**src/rtl/fetch_branch_unit.sv**
```systemverilog
// LEGv8 instruction-fetch stage with EX-stage branch resolution.
// Holds the PC, fills the IF/ID register and redirects/flushes on a taken branch.
module fetch_branch_unit #(
    parameter int unsigned          ADDR_W   = 64,
    parameter logic [ADDR_W-1:0]    RESET_PC = '0
) (
    input  logic              clk,
    input  logic              reset,
    input  logic              stall,
    output logic [ADDR_W-1:0] imem_addr,
    input  logic [31:0]       imem_data,
    input  logic              ex_valid,
    input  logic              Uncondbranch,
    input  logic              Branch,
    input  logic              branch0,
    input  logic              BReg,
    input  logic [ADDR_W-1:0] ex_pc,
    input  logic [31:0]       ex_imm,
    input  logic [ADDR_W-1:0] ex_reg,
    input  logic [3:0]        ex_cond,
    input  logic              flag_n,
    input  logic              flag_z,
    input  logic              flag_c,
    input  logic              flag_v,
    output logic [31:0]       if_id_instr,
    output logic [ADDR_W-1:0] if_id_pc,
    output logic              if_id_valid,
    output logic              redirect,
    output logic [ADDR_W-1:0] link_pc,
    output logic [15:0]       taken_count
);

    localparam logic [ADDR_W-1:0] PC_STEP = ADDR_W'(4);

    logic [ADDR_W-1:0] pc_q, pc_d;
    logic [31:0]       if_id_instr_q, if_id_instr_d;
    logic [ADDR_W-1:0] if_id_pc_q, if_id_pc_d;
    logic              if_id_valid_q, if_id_valid_d;
    logic [15:0]       taken_count_q, taken_count_d;

    logic              cond_met;
    logic              taken;
    logic [ADDR_W-1:0] branch_offset;
    logic [ADDR_W-1:0] target;

    // B.cond evaluation against the registered NZCV flags.
    always_comb begin
        // NOTE: a default on every path keeps this purely combinational (no latch).
        cond_met = 1'b0;
        unique case (ex_cond)
            4'b0000: cond_met = flag_z;
            4'b0001: cond_met = !flag_z;
            4'b0010: cond_met = flag_c;
            4'b0011: cond_met = !flag_c;
            4'b0100: cond_met = flag_n;
            4'b0101: cond_met = !flag_n;
            4'b0110: cond_met = flag_v;
            4'b0111: cond_met = !flag_v;
            4'b1000: cond_met = flag_c && !flag_z;
            4'b1001: cond_met = !(flag_c && !flag_z);
            4'b1010: cond_met = (flag_n == flag_v);
            4'b1011: cond_met = (flag_n != flag_v);
            4'b1100: cond_met = !flag_z && (flag_n == flag_v);
            4'b1101: cond_met = !(!flag_z && (flag_n == flag_v));
            default: cond_met = 1'b1;
        endcase
    end

    assign taken = ex_valid && (Uncondbranch || (branch0 && (ex_reg == '0)) || (Branch && cond_met));

    // Word offset sign-extended and scaled to bytes in one concatenation.
    assign branch_offset = {{(ADDR_W-34){ex_imm[31]}}, ex_imm, 2'b00};
    assign target        = BReg ? {ex_reg[ADDR_W-1:2], 2'b00} : (ex_pc + branch_offset);

    always_comb begin
        pc_d          = pc_q;
        if_id_instr_d = if_id_instr_q;
        if_id_pc_d    = if_id_pc_q;
        if_id_valid_d = if_id_valid_q;
        taken_count_d = taken_count_q;
        if (taken) begin
            // Redirect wins over stall and squashes the wrong-path fetch.
            pc_d          = target;
            if_id_instr_d = '0;
            if_id_valid_d = 1'b0;
            taken_count_d = taken_count_q + 16'd1;
        end else if (!stall) begin
            pc_d          = pc_q + PC_STEP;
            if_id_instr_d = imem_data;
            if_id_pc_d    = pc_q;
            if_id_valid_d = 1'b1;
        end
    end

    always_ff @(posedge clk) begin
        // NOTE: sequential state uses non-blocking assignments so all registers update together.
        if (!reset) begin
            pc_q          <= RESET_PC;
            if_id_instr_q <= '0;
            if_id_pc_q    <= '0;
            if_id_valid_q <= 1'b0;
            taken_count_q <= '0;
        end else begin
            pc_q          <= pc_d;
            if_id_instr_q <= if_id_instr_d;
            if_id_pc_q    <= if_id_pc_d;
            if_id_valid_q <= if_id_valid_d;
            taken_count_q <= taken_count_d;
        end
    end

    assign imem_addr   = pc_q;
    assign if_id_instr = if_id_instr_q;
    assign if_id_pc    = if_id_pc_q;
    assign if_id_valid = if_id_valid_q;
    assign taken_count = taken_count_q;
    assign redirect    = taken;
    assign link_pc     = ex_pc + PC_STEP;

endmodule

```
**config.mk**
```make
export PLATFORM = sky130hd
export DESIGN_NAME = fetch_branch_unit
export DESIGN_NICKNAME = d
export VERILOG_FILES = /design/src/rtl/fetch_branch_unit.sv
export SDC_FILE = /design/constraint.sdc
export NUM_CORES = 1
export LEC_CHECK = 0
export CORE_MARGIN = 2
export CORE_UTILIZATION = 35
export CTS_CLUSTER_DIAMETER = 60
export DETAILED_ROUTE_END_ITERATION = 10
export GPL_TIMING_DRIVEN = 0
export PLACE_DENSITY = 0.68
export RECOVER_POWER = 50
export SLEW_MARGIN = 20
export SYNTH_ARGS = -nofsm -noshare
export SYNTH_HDL_FRONTEND = slang
export SYNTH_SLANG_ARGS = --single-unit
```
**constraint.sdc**
```tcl
create_clock -name clk -period 5.2 [get_ports clk]
set_clock_uncertainty 0.15 [all_clocks]
set_input_delay 1.04 -clock clk [delete_from_list [all_inputs] [get_ports clk]]
set_output_delay 1.04 -clock clk [all_outputs]
set_load 0.005 [all_outputs]
```
### Yosys cells after proc, flatten, opt, wreduce, memory -nomap -nowiden

Index checks and enable logic that the tools add are counted.

| word-level totals | value |
|---|---|
| register bits | 177 |
| input bits | 208 |
| output and inout port bits | 242 |
| word-level logic and storage cells | 49 |

| cells by class | value |
|---|---|
| add/sub/neg operators | 4 |
| eq/ne operators | 16 |
| multiplexer cells | 4 |
| bitwise operators | 3 |
| reductions and logical operators | 17 |

Operators by type and width:

| kind | count |
|---|---|
| two-way mux 64 bit | 3 |
| adder 64 x 3 -> 64 bit, second input constant | 2 |
| adder 64 bit | 1 |
| zero test 64 bit | 1 |
| == test 4 bit, second input constant | 6 |
| adder 16 x 1 -> 16 bit, second input constant | 1 |
| == test 4 x 3 -> 1 bit, second input constant | 4 |
| case mux 1 bit (14 select lines) | 1 |
| == test 4 x 2 -> 1 bit, second input constant | 2 |
| zero test 1 bit | 6 |
| logical AND 1 bit | 5 |
| == test 4 x 1 -> 1 bit, second input constant | 1 |
| zero test 4 bit | 1 |
| NOT 1 bit | 3 |
| logical OR 1 bit | 2 |
| inequality test 2 x 1 -> 1 bit, second input constant | 1 |
| AND reduction 2 bit | 1 |
| OR reduction 2 bit | 1 |
| == test 1 bit | 1 |
| inequality test 1 bit | 1 |

### Depth between registers and ports, before layout

Gate-level depths: netlist of run 1.

| depth | value |
|---|---|
| word-level depth | 9 |
| depth in mapped cells | 13 |
| depth with buffers taken out | 11 |

### Worst setup path after synthesis of run 1

OpenSTA, ideal clock, no wires.

| timing path | value |
|---|---|
| path type | in2out |
| start point | input ex_pc[2] |
| end point | output link_pc[59] |
| data arrival time | 3194 ps |
| data required time | 4010 ps |
| path slack | 816 ps |
| cell stages on the path | 10 |
| path buffers | 1 |
| path through | nand4_1 > or4_1 > buf_2 > nor4_4 > nand3_2 > nor2_4 > and4_1 > and2b_2 > nand3_1 > xnor2_1 |

| on the way | value |
|---|---|
| cells in the longest elaborated chain, start to end | 1 |

Ends and longest elaborated chain:

| element | RTL line | RTL |
|---|---|---|
| start: declaration | 17 | `input logic [ADDR_W-1:0] ex_pc,` |
| adder 64 x 3 -> 64 bit | 118 | `assign link_pc = ex_pc + PC_STEP;` |
| end: declaration | 29 | `output logic [ADDR_W-1:0] link_pc,` |

Every way passes these cells.

### Worst setup path in the final report of run 1

| timing path | value |
|---|---|
| start point | input ex_reg[52] |
| end point | output redirect |

| on the way | value |
|---|---|
| cells in the longest elaborated chain, start to end | 5 |

Ends and longest elaborated chain:

| element | RTL line | RTL |
|---|---|---|
| start: declaration | 19 | `input logic [ADDR_W-1:0] ex_reg,` |
| zero test 64 bit | 69 | `assign taken = ex_valid && (Uncondbranch \|\| (branch0 && (ex_reg == '0)) \|\| (Branch && cond_met));` |
| logical AND 1 bit | 69 |  |
| logical OR 1 bit (2 in a row) | 69 |  |
| logical AND 1 bit | 69 |  |
| end: declaration | 28 | `output logic redirect,` |

Every way passes these cells.

==> results by group, run 1 <==
Setup path
  • Crit path required time: between 4 and 5 ns
  • Most used cell, CP: clkdlybuf4s50_1
  • CP bufs+invs: 5
  • Crit path cell chain: clkdlybuf4s50_1 -> nor4_1 -> nand4_1 -> nor4_4 -> a41oi_1 -> o22a_1 -> buf_2 -> inv_6 -> buf_12 -> clkdlybuf4s50_1
  • R2R Setup Slk: 1.74 ns
  • Cells on worst reg2reg path: 9
  • Crit. End Element: primary output
  • Worst Setup Start Kind: primary input
  • Worst EP arrival: between 3 and 4 ns
  • Critical R2R Capture: imem_addr[63]
  • Crit Path Category: primary input to primary output
  • Max incr delay on CP: 0.54 ns
  • CP top delay family: buffers and inverters
  • RR Startpoint: imem_addr[4]
  • CP Max Fanout: 14
  • Max stage delay cell, worst path: clkdlybuf4s50_1

Synthesis
  • Syn_nets: 2,052
  • Avg Cell Area, Syn: 7.36 sq um
  • Synth Area in Compound Gates: 0.201
  • Post-synth EDFFs: 0
  • Synth Area in XOR/XNOR: 0.124
  • Cells after Synth: 1,779
  • Synth Warn #: 0
  • FF+latch count, synth: 177
  • Largest family of logic cells by synthesized area: simple AND/OR/NAND/NOR gates
  • Synth unique cells: 76
  • Multiplexer area fraction after synthesis: 0.0373
  • Netlist Area Pre-Place: 13,100 sq um
  • Asr flop ratio synth: 0
  • Register area share after synthesis: 0.271
  • Simple-gate area share of the yosys netlist: 0.267
  • Post-synthesis adder-cell area fraction: 0.0627
  • Post-synth top flop: dfxtp_1

Flow run
  • Max-Cap Viols: 0

Floorplanning
  • Cell Rows: 70
  • DIE HEIGHT: 197 um
  • Core area: roughly 37,000 sq um
  • I/O Pins: between 400 and 500
  • Initial Utilization: 0.357
  • Die Area: 39,000 sq um
  • Die W: roughly 200 um

Finish
  • Finished Layout Cells: between 2,000 and 3,000
  • Final nets: about 2,500
  • Fill cell count: 3,633
  • Area grow syn2layout: 44.6%
  • Layout cells sized above 1: 0.0349
  • Final Instance Area: 18,900 sq um

STA
  • Min Tclk post-route: 5.12 ns
  • Tightest Pin Transition: around 0.9 ns
  • Final Hold Viols: 0
  • RSZ-0062 raised after global routing: true
  • Tcrit/Tclk final: 0.985
  • Fmax: ~0.20 GHz
  • Max-Slew Margin vs Limit: 0.405
  • Final Slew Violations: 0
  • Final setup viols: 0

Global routing
  • Grt total ovfl: 0
  • Antenna violations before repair: 2
  • First-pass GRT wire length: ~84 mm
  • Largest net degree at the start of global routing: 32
  • Gr usage total: 0.279
  • Vias in the first global route: about 15,000

Pwr
  • Leakage: 0.00755 uW
  • Worst VDD drop: 0.187 mV
  • Combinational share of power: 0.329
  • Switching Fraction: 0.334
  • Internal power: about 2800 uW
  • Clk pwr share: 0.305
  • Fraction of power consumed by sequential logic: 0.367
  • Pwr dens: 225 nW/um^2
  • Net switching power: 1420 uW

Place
  • Routability cong.: 1.00
  • PortBufs: ~450
  • DP HPWL: 46.6 mm
  • Area post-placement: 18,200 sq um
  • Placed cells: around 2,700

Clock tree
  • Root buffer cell: clkbuf_16
  • H-Tree Depth: 4
  • Worst skew pair latency: 0.44 ns
  • Clock slew at reported path FFs: 0.06 ns
  • Clock sinks: 177
  • CTS tree: yes
  • CTS Buf Count: 17
  • CTS Buffer Depth: 2

Detailed routing
  • Drt initial violations: 1,108
  • DRT Pass-1 Iters: 6
  • DRC Markers: 0
  • Antenna Nets Post-Route: 0
  • Vias per inst: 5.57
  • Via count: between 15,000 and 20,000
  • WL/cell: roughly 21 um
  • Final wirelength: around 57 mm

Status
  • Status: completed

Hold path
  • Min-delay src: if_id_valid
  • Hold depth: 2
  • Hold endpoint: if_id_valid
  • Hold/Removal Path Class: flop to flop
[kinds of logic (layout without fill, tap and decap cells)]
logic type                 Yosys count  after routing
DFF                                177            177
other                                0              1
xor gates and xnor gates           185            185
and+or+nand+nor                    746            746
muxes                               47             47
adders and majority gates           65             65
AOI/OAI and AO/OA                  430            430
buffers and inverters              129            611
[worst max path at each step]
stage                    start          end  cells after the start
floorplan             ex_pc[2]  link_pc[59]                     10
global placement    ex_reg[40]     redirect                     12
detailed placement  ex_reg[40]     redirect                     12
CTS                 ex_reg[40]     redirect                     10
global route         ex_pc[29]  link_pc[62]                     11
finish              ex_reg[52]     redirect                     10
[cells in the final DEF (no fill, tap or decap), types with 25 or more instances in the layout]
master and instances:
nand2_1 289, nand3_1 70, nand4_1 62, nor3_1 36, clkdlybuf4s50_1 243, a21oi_1 175, o21ai_1 26, nor2_1 160
a211oi_1 25, mux2i_1 42, inv_1 25, xnor2_1 115, and3_1 35, xor2_1 70, clkbuf_1 85, o21ai_0 59
dlygate4sd3_1 186, ha_1 63, dfxtp_1 177
[per-layer routing]
layer,up-vias,GRT usage,wire [um]
met5,-,0,12
met4,2,0.105,1870
met3,103,0.0352,3860
met2,680,0.465,26300
met1,7116,0.369,24600
li1,7313,-,-
[sequential cells by signal, indices dropped and copies added, names as in the netlist]
name,flops
if_id_pc,64
if_id_valid,1
imem_addr,64
if_id_instr,32
taken_count,16
[power by group through the flow]
stage	Combinational [uW]	Clock [uW]	Sequential, uW
2_1_floorplan	689	0	1560
3_3_place_gp	1390	0	1590
3_5_place_dp	1400	0	1590
4_1_cts	1410	1310	1560
5_1_grt	1510	1360	1570
6_report	1400	1300	1560
[worst reg2reg max path, stage by stage, from the launching register on]
cell,delay [ns]
dfxtp_1,0.56
and4_1,0.33
nand3_1,0.12
nor4_2,0.57
nand4_1,0.39
or2_1,0.39
nor3_1,0.28
xnor2_1,0.22
o32a_1,0.20
o21ai_0,0.11
[synth_stat cells (4+ instances only)]
| cell | number | area share |
|---|---|---|
| mux2i_1 | 42 | 0.032 |
| and2_1 | 4 | 0.0019 |
| o2111ai_1 | 7 | 0.0047 |
| a21o_1 | 22 | 0.013 |
| o211ai_1 | 15 | 0.0086 |
| or3_1 | 8 | 0.0038 |
| o21ai_0 | 59 | 0.023 |
| buf_2 | 4 | 0.0015 |
| or2_1 | 4 | 0.0019 |
| or4_1 | 4 | 0.0023 |
| clkbuf_1 | 87 | 0.025 |
| a21oi_1 | 175 | 0.067 |
| inv_1 | 25 | 0.0072 |
| a31oi_1 | 21 | 0.010 |
| buf_1 | 9 | 0.0026 |
| a211o_1 | 5 | 0.0033 |
| o21bai_1 | 13 | 0.0075 |
| xor2_1 | 70 | 0.047 |
| a41oi_1 | 7 | 0.0047 |
| dfxtp_1 | 177 | 0.27 |
| nor3_1 | 36 | 0.014 |
| nor4_1 | 23 | 0.011 |
| and3_1 | 35 | 0.017 |
| nor2_1 | 162 | 0.046 |
| nand2b_1 | 9 | 0.0043 |
| xnor2_1 | 115 | 0.077 |
| o21ai_1 | 26 | 0.0099 |
| and4_1 | 17 | 0.011 |
| nor2b_1 | 6 | 0.0029 |
| o21a_1 | 15 | 0.0086 |
| nand4_1 | 62 | 0.030 |
| nand3_1 | 72 | 0.028 |
| a211oi_1 | 25 | 0.014 |
| o221ai_1 | 7 | 0.0047 |
| ha_1 | 64 | 0.061 |
| nand2_1 | 290 | 0.083 |
[through the flow]
stage / hold WS, ns / utilization / TNS (ns) / setup slack [ns] / total power (uW)
2_1_floorplan: 0.292 / - / 0 / 0.816 / 2250
3_3_place_gp: 0.285 / 0.495 / -18.28 / -1.48 / 2980
3_5_place_dp: 0.286 / 0.495 / -18.87 / -1.51 / 2990
4_1_cts: 0.296 / 0.515 / 0 / 0.0121 / 4290
5_1_grt: 0.317 / 0.516 / -0.134 / -0.0424 / 4440
6_report: 0.292 / 0.516 / 0 / 0.0791 / 4260
[area by class of cell]
class	instances	area, sq um	share of cell area
Inverter	27	106	0.00562
Clock buffer	20	457	0.0241
Clock inverter	7	113	0.00595
Buffer	99	415	0.0219
Sequential cell	177	3540	0.187
Multi-Input combinational cell	1473	9150	0.483
Timing Repair Buffer	458	4560	0.241
Tap cell	468	586	0.0309
Antenna cell	1	2.50	0.000132
[timing repair]
item,CTS,global route
resized for setup,40,22
setup buffers,9,1
cloned,1,0
hold buffers,0,0
pin swaps,8,6
endpoints found under the setup margin,41,8
(Power assumes the default switching activity.)
==> inputs of run 2 (changes only) <==
- CAP_MARGIN: default -> 20
- MAX_ROUTING_LAYER: default -> met4
==> results by group, run 2 (synthesis gave the netlist of run 1 again) <==
Status
  • Status: completed

Pwr
  • Clk pwr share: 0.305
  • Switching Fraction: 0.334
  • Internal power: 2840 uW
  • Worst VDD drop: 0.179 mV
  • Pwr dens: 225 nW/um^2
  • Net switching power: around 1400 uW
  • Leakage: about 0.0076 uW
  • Combinational share of power: 0.328
  • Fraction of power consumed by sequential logic: 0.367

Floorplanning
  • DIE HEIGHT: 197 um
  • Cell Rows: 70
  • Initial Utilization: 0.357
  • I/O Pins: 450
  • Die W: 197 um
  • Die Area: between 30,000 and 40,000 sq um
  • Core area: ~37,000 sq um

Setup path
  • Crit. End Element: primary output
  • CP Max Fanout: 14
  • R2R Setup Slk: approximately 1.7 ns
  • Crit path required time: roughly 4 ns
  • Most used cell, CP: clkdlybuf4s50_1
  • CP top delay family: buffers and inverters
  • Max stage delay cell, worst path: clkdlybuf4s50_1
  • Worst EP arrival: a little under 4 ns
  • Crit Path Category: primary input to primary output
  • Worst Setup Start Kind: primary input
  • CP bufs+invs: 5
  • Crit path cell chain: clkdlybuf4s50_1 -> nor4_1 -> nand4_1 -> nor4_2 -> a41oi_1 -> o22a_1 -> clkbuf_4 -> clkinv_4 -> buf_12 -> clkdlybuf4s50_1
  • Max incr delay on CP: 0.54 ns

STA
  • Final Hold Viols: 0
  • Final Slew Violations: 0
  • Min Tclk post-route: 5.14 ns
  • Setup TNS: 0 ns
  • Min Hold Slack: 0.294 ns
  • Worst setup margin: 0.0559 ns
  • RSZ-0062 raised after global routing: true
  • Tightest Pin Transition: 0.974 ns
  • Fmax: 0.194 GHz
  • Max-Slew Margin vs Limit: 0.348
  • Tcrit/Tclk final: 0.989
  • Final setup viols: 0

Place
  • DP HPWL: 46.3 mm
  • Routability cong.: 1.02
  • PortBufs: 447
  • Setup WS pre-CTS: -1.42 ns

Finish
  • Final nets: around 2,500
  • Commonest cells after routing, fill and taps aside: nand2_1 (289), clkdlybuf4s50_1 (241), dlygate4sd3_1 (185), dfxtp_1 (177), a21oi_1 (175)
  • Most common cell after layout, fill and taps aside: nand2_1
  • Area grow syn2layout: 44.7%
  • Layout cells sized above 1: 0.0344

Detailed routing
  • DRC Markers: 0
  • Via count: 15,200
  • Antenna Nets Post-Route: 0
  • Drt initial violations: 1,153
  • Vias per inst: 5.55
  • DRT Pass-1 Iters: 6
  • Final wirelength: 56.4 mm
  • WL/cell: between 20 and 25 um

Clock tree
  • Clock sinks: between 150 and 200
  • CTS Buffer Depth: 2
  • CTS tree: yes
  • Root buffer cell: clkbuf_16
  • Hold_buf cts: 0
  • CTS Buf Count: 17
  • H-Tree Depth: 4
  • Worst skew pair latency: 0.44 ns
  • Clock slew at reported path FFs: ~0.060 ns

Hold path
  • Hold/Removal Path Class: flop to flop

Global routing
  • First-pass GRT wire length: roughly 85 mm
  • Largest net degree at the start of global routing: 32
  • Vias in the first global route: 14,600
  • Antenna violations before repair: 3
  • Grt total ovfl: 0
  • Gr usage total: 0.289

Flow run
  • Max-Cap Viols: 0
run 2: cell types whose count changed in the layout (fill, tap and decap cells not counted), sizes merged, moves of 2 or more:
cell / previous run / this run
clkbuf: 108 / 110
clkdlybuf4s15: 3 / 1
dlymetal6s2s: 4 / 6
dlygate4sd2: 6 / 11
clkinv: 3 / 5
clkdlybuf4s50: 243 / 241
buf: 26 / 28
diode: 1 / 3
run 2: path summary, 6_finish.rpt:
kind	start	end	depth (start not counted)
max	ex_reg[53]	redirect	10
min	if_id_valid	if_id_valid	2
max reg2reg	imem_addr[4]	imem_addr[63]	9
min reg2reg	if_id_valid	if_id_valid	2
run 2: per-layer routing:
metal | track usage | vias to the layer above | part of all wire
li1 | - | 7324 | -
met1 | 0.377 | 7135 | 0.45
met2 | 0.464 | 639 | 0.46
met3 | 0.0278 | 83 | 0.058
met4 | 0.104 | 0 | 0.031
met5 | - | - | 0
run 2: layout make-up:
type / count / area, sq um
fillers: 3618 / 17800
multi-input cells: 1473 / 9140
repair buffers: 461 / 4580
flip-flops and latches: 177 / 3540
well taps: 468 / 586
clock buffers: 22 / 464
plain buffers: 99 / 408
clock inverters: 7 / 110
inverters: 27 / 106
diodes: 3 / 7.51
run 2: power groups by stage:
stage	Clock [uW]	Sequential (uW)	Combinational (uW)
final	1300	1560	1400
after global routing	1370	1570	1510
after CTS	1320	1560	1410
after detailed placement	0	1590	1400
after global placement	0	1590	1390
after floorplan	0	1560	689
run 2: what timing repair did:
| action | CTS | global route |
|---|---|---|
| resized for setup | 41 | 16 |
| cloned | 0 | 1 |
| pin swaps | 8 | 5 |
| buffers inserted | 13 | 0 |
| endpoints found under the setup margin | 40 | 11 |
run 2: worst min-delay path: stages (launching register included):
cell,delay (ns)
dfxtp_1,0.30
inv_1,0.05
a21oi_1,0.05
run 2: stage by stage:
stage / util / cell area (sq um) / total power (uW) / std cells
2_1_floorplan: - / 13100 / 2250 / 1779
3_3_place_gp: 0.495 / 18200 / 2980 / 2694
3_5_place_dp: 0.495 / 18200 / 2990 / 2694
4_1_cts: 0.515 / 18900 / 4290 / 2733
5_1_grt: 0.516 / 18900 / 4460 / 2737
6_report: 0.516 / 18900 / 4260 / 2737
